**config.mk**
```make
export PLATFORM = sky130hd
export DESIGN_NAME = led_blink_monitor
export DESIGN_NICKNAME = d
export VERILOG_FILES = /design/src/rtl/led_mon_pkg.sv /design/src/rtl/sync_edge_detect.sv /design/src/rtl/led_blink_monitor.sv
export SDC_FILE = /design/constraint.sdc
export NUM_CORES = 1
export LEC_CHECK = 0
export ABC_AREA = 0
export BUFFER_PORTS_ARGS = -buffer_cell sky130_fd_sc_hd__buf_2
export CAP_MARGIN = 20
export CORE_AREA = 2 2 124 126
export CTS_CLUSTER_DIAMETER = 80
export DETAILED_ROUTE_END_ITERATION = 8
export DIE_AREA = 0 0 126 128
export GPL_TIMING_DRIVEN = 1
export HOLD_SLACK_MARGIN = 0.1
export PLACE_DENSITY = 0.85
export RECOVER_POWER = 100
export SYNTH_ARGS = -nofsm -noshare
export SYNTH_HDL_FRONTEND = slang
export SYNTH_SLANG_ARGS = --single-unit
```
**constraint.sdc**
```tcl
create_clock -name clk -period 9 [get_ports clk]
set_clock_uncertainty 0.2 [all_clocks]
set_input_delay 1.35 -clock clk [delete_from_list [all_inputs] [get_ports clk]]
set_output_delay 1.35 -clock clk [all_outputs]
set_load 0.005 [all_outputs]
```
**src/rtl/led_mon_pkg.sv**
```systemverilog
// Shared types and default constants for the blink-line monitor.
package led_mon_pkg;

    typedef enum logic [2:0] {
        S_IDLE   = 3'd0,
        S_FIRST  = 3'd1,
        S_TRACK  = 3'd2,
        S_LOCKED = 3'd3,
        S_STUCK  = 3'd4
    } state_e;

    localparam int unsigned DEF_CNT_W      = 32;
    localparam int unsigned DEF_TIMEOUT    = 1000;
    localparam int unsigned DEF_LOCK_COUNT = 4;
    localparam int unsigned EDGE_CNT_W     = 16;

endpackage

```
**src/rtl/sync_edge_detect.sv**
```systemverilog
// Multi-stage synchronizer for an asynchronous level plus a toggle detector
// on the synchronized value.
module sync_edge_detect #(
    parameter int unsigned SYNC_STAGES = 2
) (
    input  logic clk,
    input  logic reset,
    input  logic async_in,
    output logic sync_out,
    output logic edge_c
);

    logic [SYNC_STAGES-1:0] sync_q;
    logic                   prev_q;

    always_ff @(posedge clk) begin
        if (reset) begin
            sync_q <= '0;
            prev_q <= 1'b0;
        end else begin
            sync_q <= {sync_q[SYNC_STAGES-2:0], async_in};
            prev_q <= sync_q[SYNC_STAGES-1];
        end
    end

    assign sync_out = sync_q[SYNC_STAGES-1];
    assign edge_c   = sync_out ^ prev_q;

endmodule

```
**src/rtl/led_blink_monitor.sv**
```systemverilog
// Measures the toggle interval of an asynchronous blink line, declares lock
// on a stable rate and flags a line that stops toggling.
module led_blink_monitor
    import led_mon_pkg::*;
#(
    parameter int unsigned CNT_W       = DEF_CNT_W,
    parameter int unsigned SYNC_STAGES = 2,
    parameter int unsigned LOCK_COUNT  = DEF_LOCK_COUNT,
    parameter int unsigned TOLERANCE   = 0,
    parameter int unsigned TIMEOUT     = DEF_TIMEOUT
) (
    input  logic                  clk,
    input  logic                  reset,
    input  logic                  led_in,
    output logic [CNT_W-1:0]      half_period,
    output logic                  period_valid,
    output logic                  locked,
    output logic                  stuck,
    output logic [EDGE_CNT_W-1:0] edge_count
);

    localparam int unsigned IW = CNT_W + 1;
    localparam int unsigned MW = $clog2(LOCK_COUNT) + 1;

    localparam logic [CNT_W-1:0] TIMEOUT_V = CNT_W'(TIMEOUT);
    localparam logic [CNT_W-1:0] CNT_MAX   = '1;
    localparam logic [IW-1:0]    TOL_V     = IW'(TOLERANCE);
    localparam logic [MW-1:0]    LOCK_LAST = MW'(LOCK_COUNT - 1);

    state_e                  state_q, state_d;
    logic [CNT_W-1:0]        cnt_q, cnt_d;
    logic [MW-1:0]           match_q, match_d;
    logic [IW-1:0]           prev_q, prev_d;
    logic [CNT_W-1:0]        hp_q, hp_d;
    logic                    pv_q, pv_d;
    logic                    locked_q, locked_d;
    logic                    stuck_q, stuck_d;
    logic [EDGE_CNT_W-1:0]   ec_q, ec_d;

    logic                    edge_c;
    logic                    sync_unused;
    logic [IW-1:0]           interval_c;
    logic [IW-1:0]           diff_c;
    logic                    is_match_c;
    logic                    timeout_c;
    logic                    measure_c;
    logic [MW-1:0]           match_inc_c;

    sync_edge_detect #(
        .SYNC_STAGES (SYNC_STAGES)
    ) u_sync (
        .clk      (clk),
        .reset    (reset),
        .async_in (led_in),
        .sync_out (sync_unused),
        .edge_c   (edge_c)
    );

    // Interval and distance are one bit wider than the counter so cnt+1 and
    // the absolute difference never wrap.
    assign interval_c  = {1'b0, cnt_q} + IW'(1);
    assign diff_c      = (interval_c >= prev_q) ? (interval_c - prev_q) : (prev_q - interval_c);
    assign is_match_c  = (diff_c <= TOL_V);
    assign timeout_c   = (cnt_q == TIMEOUT_V) && !edge_c;
    assign match_inc_c = match_q + MW'(1);
    assign measure_c   = edge_c && ((state_q == S_FIRST) || (state_q == S_TRACK) ||
                                    (state_q == S_LOCKED));

    always_ff @(posedge clk) begin
        if (reset) begin
            state_q  <= S_IDLE;
            cnt_q    <= '0;
            match_q  <= '0;
            prev_q   <= '0;
            hp_q     <= '0;
            pv_q     <= 1'b0;
            locked_q <= 1'b0;
            stuck_q  <= 1'b0;
            ec_q     <= '0;
        end else begin
            state_q  <= state_d;
            cnt_q    <= cnt_d;
            match_q  <= match_d;
            prev_q   <= prev_d;
            hp_q     <= hp_d;
            pv_q     <= pv_d;
            locked_q <= locked_d;
            stuck_q  <= stuck_d;
            ec_q     <= ec_d;
        end
    end

    // Next state: an edge always takes priority over a coincident timeout.
    always_comb begin
        state_d = state_q;
        case (state_q)
            S_IDLE: begin
                if (edge_c)         state_d = S_FIRST;
                else if (timeout_c) state_d = S_STUCK;
            end
            S_FIRST: begin
                if (edge_c)         state_d = S_TRACK;
                else if (timeout_c) state_d = S_STUCK;
            end
            S_TRACK: begin
                if (edge_c) begin
                    if (is_match_c && (match_inc_c == LOCK_LAST)) state_d = S_LOCKED;
                end else if (timeout_c) begin
                    state_d = S_STUCK;
                end
            end
            S_LOCKED: begin
                if (edge_c) begin
                    if (!is_match_c) state_d = S_TRACK;
                end else if (timeout_c) begin
                    state_d = S_STUCK;
                end
            end
            S_STUCK: begin
                if (edge_c) state_d = S_FIRST;
            end
            default: state_d = S_IDLE;
        endcase
    end

    // Datapath and registered output values.
    always_comb begin
        cnt_d    = cnt_q;
        match_d  = match_q;
        prev_d   = prev_q;
        hp_d     = hp_q;
        pv_d     = 1'b0;
        ec_d     = ec_q;
        locked_d = (state_d == S_LOCKED);
        stuck_d  = (state_d == S_STUCK);

        if (edge_c) begin
            cnt_d = '0;
            ec_d  = ec_q + EDGE_CNT_W'(1);
        end else if (cnt_q != CNT_MAX) begin
            cnt_d = cnt_q + CNT_W'(1);
        end

        if (measure_c) begin
            pv_d   = 1'b1;
            hp_d   = CNT_W'(interval_c);
            prev_d = interval_c;
            case (state_q)
                S_FIRST:  match_d = '0;
                S_TRACK:  match_d = is_match_c ? match_inc_c : '0;
                S_LOCKED: match_d = is_match_c ? match_q : '0;
                default:  match_d = match_q;
            endcase
        end
    end

    assign half_period  = hp_q;
    assign period_valid = pv_q;
    assign locked       = locked_q;
    assign stuck        = stuck_q;
    assign edge_count   = ec_q;

endmodule
```
* After elaboration in Yosys (flattened, before gate mapping)
Index checks and enable logic that the tools add are counted.
Word-level totals: word-level logic and storage cells 54, output and inout port bits 51, register bits after elaboration 125
Operators by class: multiplexer cells 14, eq/ne operators 10, bitwise logic cells 1, reduce and logical (&&, ||, !) cells 10, add/subtract/negate cells 6, magnitude comparators 2
Operators by type and width (number):
- subtractor 33 bit | 2
- adder 32 x 1 -> 33 bit (second input constant) | 1
- greater-or-equal comparator 33 bit | 1
- less-or-equal comparator 33 x 1 -> 1 bit (second input constant) | 1
- two-way mux 33 bit | 1
- adder 32 x 1 -> 32 bit (second input constant) | 1
- == test 32 x 10 -> 1 bit (second input constant) | 1
- != test 32 bit (second input constant) | 1
- two-way mux 3 bit | 10
- adder 16 x 1 -> 16 bit (second input constant) | 1
- case mux 3 bit (5 select lines) | 1
- == test 3 x 2 -> 1 bit (second input constant) | 4
- case mux 3 bit (3 select lines) | 1
- == test 3 bit (second input constant) | 2
- adder 3 x 1 -> 3 bit (second input constant) | 1
- == test 3 x 1 -> 1 bit (second input constant) | 1
- logical AND 1 bit | 3
- logical NOT 3 bit | 1
- AND reduction 3 bit | 1
- nonzero test 3 bit | 1
- logical OR 1 bit | 2
- != test 2 bit (second input constant) | 1
- OR reduction 2 bit | 1
- logical NOT 1 bit | 1
- 2 further kinds | 2

* Logic depth before layout (Yosys ltp)
depth in word-level cells 9, gate-level depth with buffers 23, mapped depth without buffers 21

* Modules after synthesis
From an unflattened synthesis, not the netlist that was laid out.
Second synthesis, totals: cells, all modules 1122, area, all modules 8285.4 um^2
Modules (own cells, without submodules):
- led_blink_monitor | cells an instance 1115, area each 8197.9 um^2, instances 1
- sync_edge_detect | cells an instance 7, area each 87.6 um^2, instances 1

* Least setup slack after synthesis
No wires, ideal clock.
kind reg-to-reg, start point register cnt_q[0], end point register state_q[0], stages on the path, launching flop included 24, path buffers 2, arrival time 4.678 ns, period minus slack after synthesis 4.977 ns, path slack 4.023 ns, cell sequence dfxtp_1 > ha_1 > and3_1 > clkbuf_1 > nand3_1 > nor2_1 > and3_1 > and2_1 > nand3_1 > xor2_1 > inv_1 > ha_1 > clkbuf_1 > a21o_1 > a21o_1 > a21o_1 > a211oi_2 > o211ai_1 > a2111oi_0 > a22o_1 > xor2_1 > o21a_1 > a21oi_2 > a2111oi_4
Between the ends: longest elaborated chain between the ends 8
RTL lines:
- from (decl) | line led_blink_monitor.sv:31 | logic [CNT_W-1:0] cnt_q, cnt_d;
- from (signal assigned) | line led_blink_monitor.sv:82 | cnt_q <= cnt_d;
- adder 32 x 1 -> 33 bit * | line led_blink_monitor.sv:61 | assign interval_c = {1'b0, cnt_q} + IW'(1);
- via interval_c[30] | line led_blink_monitor.sv:42 | logic [IW-1:0] interval_c;
- subtractor 33 bit / greater-or-equal comparator 33 bit (equally long branches) | line led_blink_monitor.sv:62 | assign diff_c = (interval_c >= prev_q) ? (interval_c - prev_q) : (prev_q - interval_c);
- two-way mux 33 bit * | line led_blink_monitor.sv:62
- less-or-equal comparator 33 x 1 -> 1 bit * | line led_blink_monitor.sv:63 | assign is_match_c = (diff_c <= TOL_V);
- logical AND 1 bit | line led_blink_monitor.sv:107 | if (is_match_c && (match_inc_c == LOCK_LAST)) state_d = S_LOCKED;
- two-way mux 3 bit | line led_blink_monitor.sv:107
- two-way mux 3 bit | line led_blink_monitor.sv:106 | if (edge_c) begin
- case mux 3 bit (5 select lines) * | line led_blink_monitor.sv:96 | case (state_q)
- to (signal assigned) | line led_blink_monitor.sv:81 | state_q <= state_d;
- to (decl) | line led_blink_monitor.sv:30 | state_e state_q, state_d;
Mark *: on every way through the listed nets, which the timed path passes. The rest lies on a longest branch. A chain may end at the register's enable or synchronous reset.

* Worst setup path after layout
Same ends and word-level chain as after synthesis.

==> flow_summary_export.csv <==
group,metric,value,unit
clock_tree,clk_pin_slew,0.06,ns
clock_tree,worstSkewPairLatency,0.36,ns
critical_path,ff2ff_setup_slack,2.39,ns
synth,synth_simple_gate_area_frac,0.209,
grt,overflow,0,
critical_path,crit_path_end_kind,"flop",
synth,synth.largest_area_cell,"dfxtp_1",
clock_tree,cts_resized,0,
final_layout,final_area,8370,um^2
synth,syn-num-nets,1148,
floorplan,num_rows,45,
final_layout,diodes,0,
synth,synth_top_area_frac,0.231,
grt,grt_max_degree,60,
synth,muxShareOfSynthArea,0.00529,
run_status,status,"finished, violations left",
synth,synth_edf_count,0,
clock_tree,cts_buffer_depth,2,
detailed_routing,drt_iter0_markers,762,
clock_tree,cts_tree,"yes",
detailed_routing,viasPerCell,6.31,
critical_path,worstSetupPathType,"flop to flop",
timing,fin_crit,6.61,ns
final_layout,area_growth,4.01,%
synth,synth_top_family_by_area,"compound AO/OA/AOI/OAI gates",
synth,synthDistinctLibCells,71,
clock_tree,cts_hold_buf,0,
detailed_routing,postRouteAntennaNets,0,
floorplan,die_w,126,um
synth,ys_warn_count,0,
critical_path,arrival,6.58,ns
timing,timing.fmax,151,MHz
final_layout,finalNetCount,1128,
clock_tree,cts_setup_buffers,0,
synth,synth_xor_area_frac,0.0947,
synth,yosys-top-cells-area,"dfxtp_1, ha_1, a21oi_1",
detailed_routing,routedWlPerCell,18.6,um
run_status,violations,"max-capacitance violations, max-slew violations",
detailed_routing,num_vias,7877,
place,routabilityCongestion,1.03,
pwr,leakagePower,3.72,nW
timing,fin_crit_sh,0.734,
timing,rsz0062_at_grt,"no",
pwr,peakVddDrop,0.149,mV
timing,final_max_slew_viol_count,94,
clock_tree,cts-root-buf,"clkbuf_16",
pwr,p_per_area,133,nW/um^2
worst_hold_path,hold_path.class,"flop to flop",
timing,tightest_slew,2.77,ns
place,dpl-instance-area,8080,um^2
timing,slew_headroom,-0.850,
timing,finalSetupViolations,0,
floorplan,dieArea,16100,um^2
floorplan,start_util,0.541,
critical_path,start_kind,"flop",
place,hpwlAfterDp,17900,um
final_layout,drive_above_1_share,0.0660,
synth,syn_area_per_cell,7.49,um^2
clock_tree,htree_levels,3,
synth,synthArstFlopShare,0,
detailed_routing,drt-pass1-iter-count,5,
floorplan,pin_count,54,
synth,syn_inst,1075,
synth,synth_fa_ha_area_frac,0.109,
synth,ys.flop_type,"dfxtp_1",
critical_path,crit_fanout,17,
floorplan,die_y,128,um
synth,synth_compound_area_frac,0.251,
place,io_buffers,53,
timing,hold_viol,0,
detailed_routing,wl,23200,um
timing,timing.setup.tns,0,ns
clock_tree,cts_sinks,93,
synth,yosysSeqAreaShare,0.231,
final_layout,filler_cell_count,1421,
floorplan,core,14900,um^2
grt,grt_pass1_vias,7254,
critical_path,cp.required,8.98,ns
job,drv_cap,2,
clock_tree,numCtsBuffers,9,
synth,synth-seq-cells,93,
final_layout,final_common_cell,"a21oi_1",
grt,antenna_found_initial,0,
final_layout,final_cell_mix,"a21oi_1, nor2_1, dfxtp_1",
detailed_routing,drc,0,
synth,syn-cell-area,8050,um^2
grt,grt_pass1_wl,37300,um
grt,grt_use_total,0.284,
==> through the flow <==
| stage | cells | setup slack, ns | total power [mW] | util | hold WS [ns] |
|---|---|---|---|---|---|
| after floorplan | 1075 | 4.02 | 0.606 | - | 0.214 |
| after global placement | 1232 | 3.39 | 0.661 | 0.544 | 0.240 |
| after detailed placement | 1232 | 3.02 | 0.661 | 0.544 | 0.258 |
| after CTS | 1248 | 2.95 | 1.11 | 0.568 | 0.272 |
| after global routing | 1248 | 1.99 | 1.15 | 0.563 | 0.293 |
| final | 1248 | 2.39 | 1.11 | 0.563 | 0.269 |
==> registers in the layout, indices dropped and copies added (netlist names) <==
name and flops:
u_sync.sync_q 2, cnt_q 32, u_sync.prev_q 1, match_q 3, stuck 1, prev_q 33, state_q 3, locked 1
period_valid 1, edge_count 16
==> logic make-up (layout without fill, tap and decap cells) <==
family,after synthesis,after routing
adder cells (fa/ha/maj),70,70
AND/OR/NAND/NOR,340,340
buffers and inverters,169,154
flip-flops,93,93
XOR/XNOR,87,87
multiplexers,4,4
AO/OA/AOI/OAI,312,312
==> final timing paths <==
kind / from / to / depth (start not counted)
max: cnt_q[0] / state_q[0] / 21
max reg2reg: cnt_q[0] / state_q[0] / 21
min: u_sync.sync_q[0] / u_sync.sync_q[1] / 1
min reg2reg: u_sync.sync_q[0] / u_sync.sync_q[1] / 1
==> synthesized netlist by cell type (9+ instances only) <==
| cell type | n |
|---|---|
| buf_4 | 35 |
| clkbuf_1 | 30 |
| ha_1 | 70 |
| nand3_1 | 36 |
| buf_2 | 20 |
| nor2b_1 | 10 |
| o21ai_0 | 44 |
| nand4_1 | 28 |
| a21o_1 | 16 |
| o21bai_1 | 14 |
| nor3_1 | 14 |
| nor2_1 | 113 |
| nand2_1 | 70 |
| and3_1 | 14 |
| nor4_1 | 10 |
| a21oi_1 | 116 |
| dfxtp_1 | 93 |
| a211oi_1 | 36 |
| xnor2_1 | 43 |
| o21ai_1 | 11 |
| inv_1 | 81 |
| and4_1 | 9 |
| xor2_1 | 44 |
==> report_power, final <==
part / switching (mW) / internal [mW]
clock network: 0.173 / 0.282
registers: 0.00392 / 0.414
logic: 0.145 / 0.0956
==> cell type report <==
type	instances	area [um^2]	share of cell area
Clock buffer	10	239	0.0285
Clock inverter	6	116	0.0139
Inverter	81	304	0.0363
Multi-Input combinational cell	813	5360	0.640
Sequential cell	93	1860	0.222
Tap cell	188	235	0.0281
Timing Repair Buffer	57	256	0.0306
==> critical path, stage by stage, from the launching register on <==
cell       delay [ns]
dfxtp_1          0.47
ha_1             0.27
and3_1           0.28
nand3_1          0.17
nor2_1           0.26
and3_1           0.27
and2_0           0.23
nand3_1          0.12
xor2_1           0.34
inv_1            0.09
ha_1             0.51
a21o_1           0.26
a21o_1           0.17
a21o_1           0.17
a211oi_1         0.36
o211ai_1         0.38
a2111oi_0        0.52
a22o_1           0.23
xor2_1           0.19
o21a_1           0.28
a21oi_1          0.12
a2111oi_0        0.52
==> routing by layer <==
layer	track usage	routed length (um)	part of all wire
met1	0.379	10000	0.43
met2	0.458	10400	0.45
met5	0	0	0
met3	0.0334	1630	0.070
met4	0.140	1090	0.047
Note: power is estimated with default switching activity, not from simulation.
